<file path="src/rtl/dma_frame_unpacker_if.sv">
// Bus bundle for dma_frame_unpacker: buffer read port, record stream and status.
// master = environment side (buffer + record sink), slave = the unpacker.
interface dma_frame_unpacker_if;
    logic        en;
    logic [63:0] buf_r_data;
    logic        buf_r_empty;
    logic [3:0]  buf_r_data_width;
    logic        buf_r_ready;
    logic [63:0] rec_data;
    logic [15:0] rec_idx;
    logic        rec_last;
    logic        rec_valid;
    logic        rec_ready;
    logic        frame_done;
    logic        busy;

    modport master (
        output en, buf_r_data, buf_r_empty, rec_ready,
        input  buf_r_data_width, buf_r_ready, rec_data, rec_idx, rec_last, rec_valid,
        input  frame_done, busy
    );

    modport slave (
        input  en, buf_r_data, buf_r_empty, rec_ready,
        output buf_r_data_width, buf_r_ready, rec_data, rec_idx, rec_last, rec_valid,
        output frame_done, busy
    );
endinterface

</file>
<file path="src/rtl/dma_frame_unpacker.sv">
// Parses a little-endian byte stream from the DMA buffer into frames:
// a 16-bit record count followed by that many REC_BYTES-wide records.
// Records leave through a single-entry valid/ready output register.
module dma_frame_unpacker #(
    parameter int unsigned REC_BYTES = 4,
    // Reserved for simulation-only event logging; no effect on the hardware.
    parameter int unsigned DEBUG     = 1
) (
    input logic                 clk,
    input logic                 rst,
    dma_frame_unpacker_if.slave bus
);

    localparam logic [2:0] StIdle  = 3'd0;
    localparam logic [2:0] StHdr   = 3'd1;
    localparam logic [2:0] StRec   = 3'd2;
    localparam logic [2:0] StDrain = 3'd3;
    localparam logic [2:0] StDone  = 3'd4;

    localparam logic [3:0]  RecWidth = 4'(REC_BYTES);
    localparam logic [63:0] RecMask  = (REC_BYTES >= 8) ? {64{1'b1}} :
                                       ((64'd1 << (REC_BYTES * 8)) - 64'd1);

    logic [2:0]  state_q, state_d;
    logic [15:0] remaining_q, remaining_d;
    logic [15:0] next_idx_q, next_idx_d;
    logic [63:0] rec_data_q, rec_data_d;
    logic [15:0] rec_idx_q, rec_idx_d;
    logic        rec_last_q, rec_last_d;
    logic        rec_valid_q, rec_valid_d;
    logic        rd;
    logic [3:0]  width;
    logic [15:0] hdr_count;

    // Header bytes arrive oldest-first, so the count is already little-endian in [15:0].
    assign hdr_count = bus.buf_r_data[15:0];

    // Next-state, read request and output-register updates.
    always_comb begin
        state_d     = state_q;
        remaining_d = remaining_q;
        next_idx_d  = next_idx_q;
        rec_data_d  = rec_data_q;
        rec_idx_d   = rec_idx_q;
        rec_last_d  = rec_last_q;
        rec_valid_d = rec_valid_q;
        rd          = 1'b0;
        width       = RecWidth;
        case (state_q)
            StIdle: begin
                if (bus.en) state_d = StHdr;
            end
            StHdr: begin
                width = 4'd2;
                rd    = !bus.buf_r_empty;
                if (rd) begin
                    if (hdr_count == 16'd0) begin
                        state_d = StDone;
                    end else begin
                        remaining_d = hdr_count;
                        next_idx_d  = 16'd0;
                        state_d     = StRec;
                    end
                end
            end
            StRec: begin
                // A new record may overwrite the register only once the old one is gone.
                rd = !bus.buf_r_empty && (!rec_valid_q || bus.rec_ready);
                if (rd) begin
                    rec_data_d  = bus.buf_r_data & RecMask;
                    rec_idx_d   = next_idx_q;
                    next_idx_d  = next_idx_q + 16'd1;
                    rec_last_d  = (remaining_q == 16'd1);
                    rec_valid_d = 1'b1;
                    remaining_d = remaining_q - 16'd1;
                    if (remaining_q == 16'd1) state_d = StDrain;
                end else if (rec_valid_q && bus.rec_ready) begin
                    rec_valid_d = 1'b0;
                end
            end
            StDrain: begin
                if (!rec_valid_q || bus.rec_ready) begin
                    rec_valid_d = 1'b0;
                    state_d     = StDone;
                end
            end
            StDone: begin
                state_d = StIdle;
            end
            default: begin
                state_d = StIdle;
            end
        endcase
        // Reset must not consume buffer bytes even if the FSM was mid-frame.
        if (rst) rd = 1'b0;
    end

    // State and output registers with synchronous reset.
    always_ff @(posedge clk) begin
        if (rst) begin
            state_q     <= StIdle;
            remaining_q <= 16'd0;
            next_idx_q  <= 16'd0;
            rec_data_q  <= 64'd0;
            rec_idx_q   <= 16'd0;
            rec_last_q  <= 1'b0;
            rec_valid_q <= 1'b0;
        end else begin
            state_q     <= state_d;
            remaining_q <= remaining_d;
            next_idx_q  <= next_idx_d;
            rec_data_q  <= rec_data_d;
            rec_idx_q   <= rec_idx_d;
            rec_last_q  <= rec_last_d;
            rec_valid_q <= rec_valid_d;
        end
    end

    assign bus.buf_r_ready      = rd;
    assign bus.buf_r_data_width = width;
    assign bus.rec_data         = rec_data_q;
    assign bus.rec_idx          = rec_idx_q;
    assign bus.rec_last         = rec_last_q;
    assign bus.rec_valid        = rec_valid_q;
    assign bus.frame_done       = (state_q == StDone);
    assign bus.busy             = (state_q != StIdle);

endmodule

</file>
<file path="src/flat_wrapper.sv">
// flat-port wrapper written by rule: the top's interface ports become plain ports
module dma_frame_unpacker_flat 
#(
    parameter int unsigned REC_BYTES = 4,
                                                                             
    parameter int unsigned DEBUG     = 1
)
  (clk, rst, bus_en, bus_buf_r_data, bus_buf_r_empty, bus_rec_ready, bus_buf_r_data_width, bus_buf_r_ready, bus_rec_data, bus_rec_idx, bus_rec_last, bus_rec_valid, bus_frame_done, bus_busy);
  dma_frame_unpacker_if bus_i ();
  input logic clk;
  input logic rst;
  input wire logic [$bits(bus_i.en)-1:0] bus_en;
  input wire logic [$bits(bus_i.buf_r_data)-1:0] bus_buf_r_data;
  input wire logic [$bits(bus_i.buf_r_empty)-1:0] bus_buf_r_empty;
  input wire logic [$bits(bus_i.rec_ready)-1:0] bus_rec_ready;
  output wire logic [$bits(bus_i.buf_r_data_width)-1:0] bus_buf_r_data_width;
  output wire logic [$bits(bus_i.buf_r_ready)-1:0] bus_buf_r_ready;
  output wire logic [$bits(bus_i.rec_data)-1:0] bus_rec_data;
  output wire logic [$bits(bus_i.rec_idx)-1:0] bus_rec_idx;
  output wire logic [$bits(bus_i.rec_last)-1:0] bus_rec_last;
  output wire logic [$bits(bus_i.rec_valid)-1:0] bus_rec_valid;
  output wire logic [$bits(bus_i.frame_done)-1:0] bus_frame_done;
  output wire logic [$bits(bus_i.busy)-1:0] bus_busy;
  assign bus_i.en = bus_en;
  assign bus_i.buf_r_data = bus_buf_r_data;
  assign bus_i.buf_r_empty = bus_buf_r_empty;
  assign bus_i.rec_ready = bus_rec_ready;
  assign bus_buf_r_data_width = bus_i.buf_r_data_width;
  assign bus_buf_r_ready = bus_i.buf_r_ready;
  assign bus_rec_data = bus_i.rec_data;
  assign bus_rec_idx = bus_i.rec_idx;
  assign bus_rec_last = bus_i.rec_last;
  assign bus_rec_valid = bus_i.rec_valid;
  assign bus_frame_done = bus_i.frame_done;
  assign bus_busy = bus_i.busy;
  dma_frame_unpacker #(.REC_BYTES(REC_BYTES), .DEBUG(DEBUG)) u_core (.clk(clk), .rst(rst), .bus(bus_i));
endmodule
</file>
<file path="config.mk">
export PLATFORM = sky130hd
export DESIGN_NAME = dma_frame_unpacker_flat
export DESIGN_NICKNAME = d
export VERILOG_FILES = /design/src/rtl/dma_frame_unpacker_if.sv /design/src/rtl/dma_frame_unpacker.sv /design/src/flat_wrapper.sv
export SDC_FILE = /design/constraint.sdc
export NUM_CORES = 1
export LEC_CHECK = 0
export ABC_AREA = 1
export CORE_ASPECT_RATIO = 0.75
export CORE_MARGIN = 1
export CORE_UTILIZATION = 67
export CTS_CLUSTER_SIZE = 12
export DETAILED_ROUTE_END_ITERATION = 12
export DONT_BUFFER_PORTS = 1
export GPL_TIMING_DRIVEN = 0
export PLACE_DENSITY_LB_ADDON = 0.3
export SLEW_MARGIN = 20
export SYNTH_ARGS = -nofsm -noshare
export SYNTH_HDL_FRONTEND = slang
export SYNTH_SLANG_ARGS = --single-unit
</file>
<file path="constraint.sdc">
create_clock -name clk -period 4.17 [get_ports clk]
set_clock_uncertainty 0.2 [all_clocks]
set_input_delay 0.417 -clock clk [delete_from_list [all_inputs] [get_ports clk]]
set_output_delay 0.417 -clock clk [all_outputs]
set_load 0.05 [all_outputs]
</file>
==> results of run 1 <==
state kept, by name (all words and copies together), names as in the netlist:
name                  count
u_core.bus.rec_last       1
u_core.bus.rec_data      32
u_core.bus.rec_idx       16
u_core.next_idx_q        16
u_core.state_q            3
u_core.bus.rec_valid      1
u_core.remaining_q       16
metrics by stage:
step	cell area, um2	power [mW]	utilization
3_5_place_dp	4690	2.76	0.738
2_1_floorplan	4580	2.48	-
3_3_place_gp	4680	2.71	0.737
5_1_grt	4910	3.61	0.773
4_1_cts	4910	3.39	0.773
6_report	4910	3.42	0.773
final cells by class:
class / instances / share of cell area
Multi-Input combinational cell: 498 / 0.464
Tap cell: 81 / 0.0206
Sequential cell: 85 / 0.347
Buffer: 61 / 0.0864
Timing Repair Buffer: 1 / 0.00204
Clock inverter: 7 / 0.0181
Clock buffer: 9 / 0.0252
Inverter: 46 / 0.0370
power groups by stage:
stage / clock network, mW / registers, mW / logic, mW
global placement: 0 / 1.41 / 1.30
floorplan: 0 / 1.38 / 1.10
CTS: 0.640 / 1.40 / 1.36
finish: 0.638 / 1.40 / 1.38
global route: 0.670 / 1.42 / 1.52
detailed placement: 0 / 1.42 / 1.34
cell families after synthesis:
logic type / synth area share
flops: 0.382
simple gates: 0.335
fa+ha+maj: 0.00843
other cells: 0.000842
compound gates: 0.130
buf+inv: 0.136
xor+xnor: 0.00786
synth_stat cells (all sizes together):
| cell type | n |
|---|---|
| a211oi | 1 |
| a21oi | 38 |
| buf | 48 |
| clkbuf | 13 |
| clkinv | 1 |
| conb | 1 |
| dfxtp | 85 |
| ha | 3 |
| inv | 45 |
| nand2 | 119 |
| nand3 | 43 |
| nand3b | 1 |
| nand4 | 11 |
| nor2 | 164 |
| nor3 | 8 |
| nor3b | 2 |
| o21ai | 68 |
| o21bai | 2 |
| xnor2 | 2 |
| xor2 | 2 |
path summary, 6_finish.rpt:
check,cells past startpoint,startpoint,to
worst min register to register,2,u_core.remaining_q[15]$_SDFFE_PP0P_,u_core.remaining_q[15]$_SDFFE_PP0P_
worst max-delay path,5,u_core.state_q[1]$_SDFFE_PP0P_,bus_buf_r_ready
worst max register to register,10,u_core.state_q[1]$_SDFFE_PP0P_,u_core.next_idx_q[12]$_SDFFE_PP0P_
worst min-delay path,2,bus_buf_r_data[11],u_core.bus.rec_data[11]$_SDFFE_PP0N_
worst max-delay path, delay by kind of cell (launching register included):
kind,cells,cell delay (ns)
and+or+nand+nor,2,1.10
AOI/OAI and AO/OA,1,0.43
DFF,1,0.37
buffers and inverters,2,0.20
per-layer routing:
layer	vias to the layer above	wire (um)	GRT usage
met5	-	0	0
met4	0	252	0.121
met3	25	1450	0.0958
met2	269	5390	0.572
met1	1940	4910	0.457
li1	2136	-	-
==> results_dict.tcl, run 1 <==
set metrics [dict create \
    status "finished clean" \
    dpl.hpwl_mm 8.98 \
    cts_hold_buf 1 \
    viasPerCell 5.55 \
    synthCells 657 \
    synth_cell_types 37 \
    routabilityCongestion 0.929 \
    route.detailed.drc 0 \
    critPathKind "reg2out" \
    p_seq_frac 0.410 \
    p_per_area_nw_per_um2 696 \
    syn_to_final_growth_pct 10.2 \
    postRouteAntennaNets 0 \
    final_cell_count_no_fill 788 \
    hold_path_class "in2reg" \
    ys_seq_area_frac 0.382 \
    ys_warn_count 0 \
    pwr-share-comb 0.403 \
    grt_pass1_wl_mm 18.7 \
    timing.fmax_mhz 325 \
    nets 774 \
    grt_overflow_total 0 \
    p_sw_mw 1.73 \
    layout_setup_ws_ns 1.09 \
    synth_top_cell_by_area "dfxtp_1" \
    cts.sinks 85 \
    final_common_cell "nor2_1" \
    grt_usage 0.354 \
    avgSynthCellArea_um2 6.78 \
    hold_violations 0 \
    critPathArrivalTime_ns 2.46 \
    ys_top_cells_by_area "dfxtp_1, nor2_1, nand2_1, o21ai_0, buf_4" \
    cp-end-kind "output pin" \
    finalMaxSlewViolations 0 \
    clock_path_buffers 2 \
    netlist.area_leader.share 0.382 \
    switching_share 0.507 \
    coreArea_um2 6350 \
    fin_crit_sh 0.739 \
    cp_slowest_cell "nor2_1" \
    rows 25 \
    reg2reg_slack_ns 1.85 \
    layout_common_cells "nor2_1, nand2_1, dfxtp_1" \
    clk_pin_slew_ns 0.10 \
    rsz0062_at_grt "false" \
    post_cts_resize_count 0 \
    worst_pin_slew_ns 0.983 \
    dieArea_um2 6980 \
    worst-path-max-fanout 5 \
    cts_root_buffer "clkbuf_8" \
    vdd_drop_max_mv 0.416 \
    start_kind "flip-flop" \
    internal_power_mw 1.69 \
    relSlewSlack 0.342 \
    via_count 4370 \
    cts_setup_buffers 0 \
    multi_input_area_um2 2280 \
    fillers 529 \
    start_util 0.702 \
    cp.required_ns 3.55 \
    detail_route.first_pass.iterations 6 \
    register_area_um2 1700 \
    syn_area_um2 4460 \
    tns_ns 0 \
    numPortBuffers 0 \
    cts_buffers 9 \
    pwr-share-clk 0.187 \
    dp_cells 771 \
    cts_tree "built" \
    diodes 0 \
    die_x_um 96.2 \
    fp.dieH_um 72.6 \
    critPathMaxStageDelay_ns 0.75 \
    grt_pass1_vias 3997 \
    routedWlPerCell_um 15.2 \
    total_leakage_power_nw 2.08 \
    grt_antenna_before_repair 0 \
    drtIter0Drc 368 \
    drive_above_1_share 0.124 \
    maxCapViolCount 0 \
    wl_mm 12.0 \
    whs_ns 0.00588 \
    h-tree-depth 3 \
    setup_viol 0 \
    ys_ff_latch 85 \
    num_io_pins 158 \
    grt_max_degree 18 \
    clk_latency_ns 0.37 \
    place_ws_ns 1.51 \
    path_cells "inv_2 > nand3_2 > o21ai_4 > inv_1 > nor2_1" \
    period_minus_slack_ns 3.08 \
]
No activity file was read; power rests on OpenSTA's default activity.
==> inputs of run 2 (changes only) <==
--- a/config.mk
+++ b/config.mk
@@ -8,7 +8,7 @@
 export ABC_AREA = 1
 export CORE_ASPECT_RATIO = 0.75
 export CORE_MARGIN = 1
-export CORE_UTILIZATION = 67
+export CORE_UTILIZATION = 63
 export CTS_CLUSTER_SIZE = 12
 export DETAILED_ROUTE_END_ITERATION = 12
 export DONT_BUFFER_PORTS = 1
==> constraint.sdc (replaced) <==
create_clock -name clk -period 2.9 [get_ports clk]
set_clock_uncertainty 0.2 [all_clocks]
set_input_delay 0.29 -clock clk [delete_from_list [all_inputs] [get_ports clk]]
set_output_delay 0.29 -clock clk [all_outputs]
set_load 0.05 [all_outputs]
==> results_dict.tcl, run 2 (same netlist as run 1, synthesis figures left out) <==
set metrics [dict create \
    wl_mm 13.1 \
    dieArea_um2 7420 \
    relSlewSlack 0.416 \
    grt_pass1_wl_mm 20.1 \
    final_common_cell "nor2_1" \
    hold_violations 0 \
    cp_slowest_cell "nor2_2" \
    tns_ns 0 \
    timing.fmax_mhz 367 \
    via_count 4615 \
    path_buf_inv 2 \
    cp.required_ns 2.41 \
    start_util 0.652 \
    die_x_um 99.1 \
    place_ws_ns 0.388 \
    fin_util 0.769 \
    clk_latency_ns 0.39 \
    p_per_area_nw_per_um2 961 \
    cts_root_buffer "clkbuf_8" \
    finalMaxSlewViolations 0 \
    coreArea_um2 6830 \
    maxCapViolCount 0 \
    period_minus_slack_ns 2.72 \
    clock_path_buffers 2 \
    grt_pass1_vias 4142 \
    routabilityCongestion 0.923 \
    status "finished clean" \
    diodes 0 \
    path_delay_family "simple AND/OR/NAND/NOR gates" \
    layout_setup_ws_ns 0.177 \
    largest_reg_flops 32 \
    layout_common_cells "nor2_1, nand2_1, dfxtp_1" \
    dpl.hpwl_mm 9.00 \
    nets 806 \
    route.detailed.drc 0 \
    postRouteAntennaNets 0 \
    path_cells "inv_2 > nand3_2 > o21ai_4 > inv_1 > nor2_2" \
    drive_above_1_share 0.120 \
    setup_viol 0 \
    grt_antenna_before_repair 0 \
    rsz0062_at_grt "false" \
    worst-path-max-fanout 5 \
    worst_pin_slew_ns 0.871 \
    grt_max_degree 17 \
    num_io_pins 158 \
    viasPerCell 5.61 \
    stdcell_area_um2 5250 \
    critPathKind "reg2out" \
    detail_route.first_pass.iterations 5 \
    fp.dieH_um 74.8 \
    clk_pin_slew_ns 0.10 \
    grt_usage 0.357 \
    place_area_um2 4690 \
    syn_to_final_growth_pct 17.9 \
    critPathArrivalTime_ns 2.23 \
    h-tree-depth 3 \
    grt_overflow_total 0 \
    cp-end-kind "output pin" \
    hold_path_class "in2reg" \
    total_leakage_power_nw 2.22 \
    cts_buffers 9 \
    start_kind "flip-flop" \
    numPortBuffers 0 \
    drtIter0Drc 503 \
    vdd_drop_max_mv 0.629 \
    critPathMaxStageDelay_ns 0.47 \
    fillers 493 \
    fin_crit_sh 0.939 \
    cts.sinks 85 \
    rows 26 \
    cts_tree "built" \
    routedWlPerCell_um 15.9 \
]
## run 2: path summary, 6_finish.rpt
path              slack, ns  cells after the start                                   to                                start
setup / recovery       0.18                      5                      bus_buf_r_ready       u_core.state_q[1]$_SDFFE_PP0P_
setup reg to reg       0.53                     10   u_core.next_idx_q[10]$_SDFFE_PP0P_       u_core.state_q[1]$_SDFFE_PP0P_
hold reg to reg        0.29                      2  u_core.remaining_q[13]$_SDFFE_PP0P_  u_core.remaining_q[13]$_SDFFE_PP0P_
hold / removal         0.02                      4   u_core.remaining_q[6]$_SDFFE_PP0P_                    bus_buf_r_data[6]
## run 2: what timing repair did
item / 4_1_cts / 5_1_grt
resized for setup: 1 / 0
endpoints found under the setup margin: 1 / 0
buffers inserted: 0 / 0
hold buffers: 33 / 0
hold endpoints to repair: 43 / 0
## run 2: per-stage QoR
step	hold WS (ns)	total power, mW	instances
floorplan	0.233	3.56	690
global route	0.0441	5.32	823
detailed placement	0.259	3.96	774
CTS	0.00976	4.96	823
global placement	0.259	3.89	774
finish	0.0156	5.05	823
## run 2: final cells by class
cell class                      instances  area (um2)  share of cell area
Tap cell                               84         105              0.0200
Clock inverter                          7         105              0.0200
Sequential cell                        85        1700               0.324
Buffer                                 61         424              0.0808
Clock buffer                            9         124              0.0236
Inverter                               46         181              0.0345
Timing Repair Buffer                   33         330              0.0629
Multi-Input combinational cell        498        2280               0.434
## run 2: worst reg2reg max path, cell delays in order (launching register included)
cell and delay (ns):
dfxtp_1 0.44, inv_2 0.10, nand3_2 0.32, clkinv_2 0.35, nand3_4 0.25, nand2_8 0.12
inv_8 0.11, buf_12 0.14, nor2_1 0.04, nor2_1 0.11, nor2_1 0.05
## run 2: per-layer routing
| metal | up-vias | GRT usage | wire [um] |
|---|---|---|---|
| met4 | 0 | 0.150 | 276 |
| li1 | 2192 | - | - |
| met3 | 37 | 0.120 | 1730 |
| met2 | 327 | 0.581 | 5750 |
| met1 | 2059 | 0.443 | 5320 |
| met5 | - | 0 | 0 |
## run 2: power by group
group | internal (mW) | switching, mW | total [mW]
Clock | 0.500 | 0.491 | 0.991
Combinational | 0.648 | 1.38 | 2.03
Sequential | 1.38 | 0.644 | 2.03
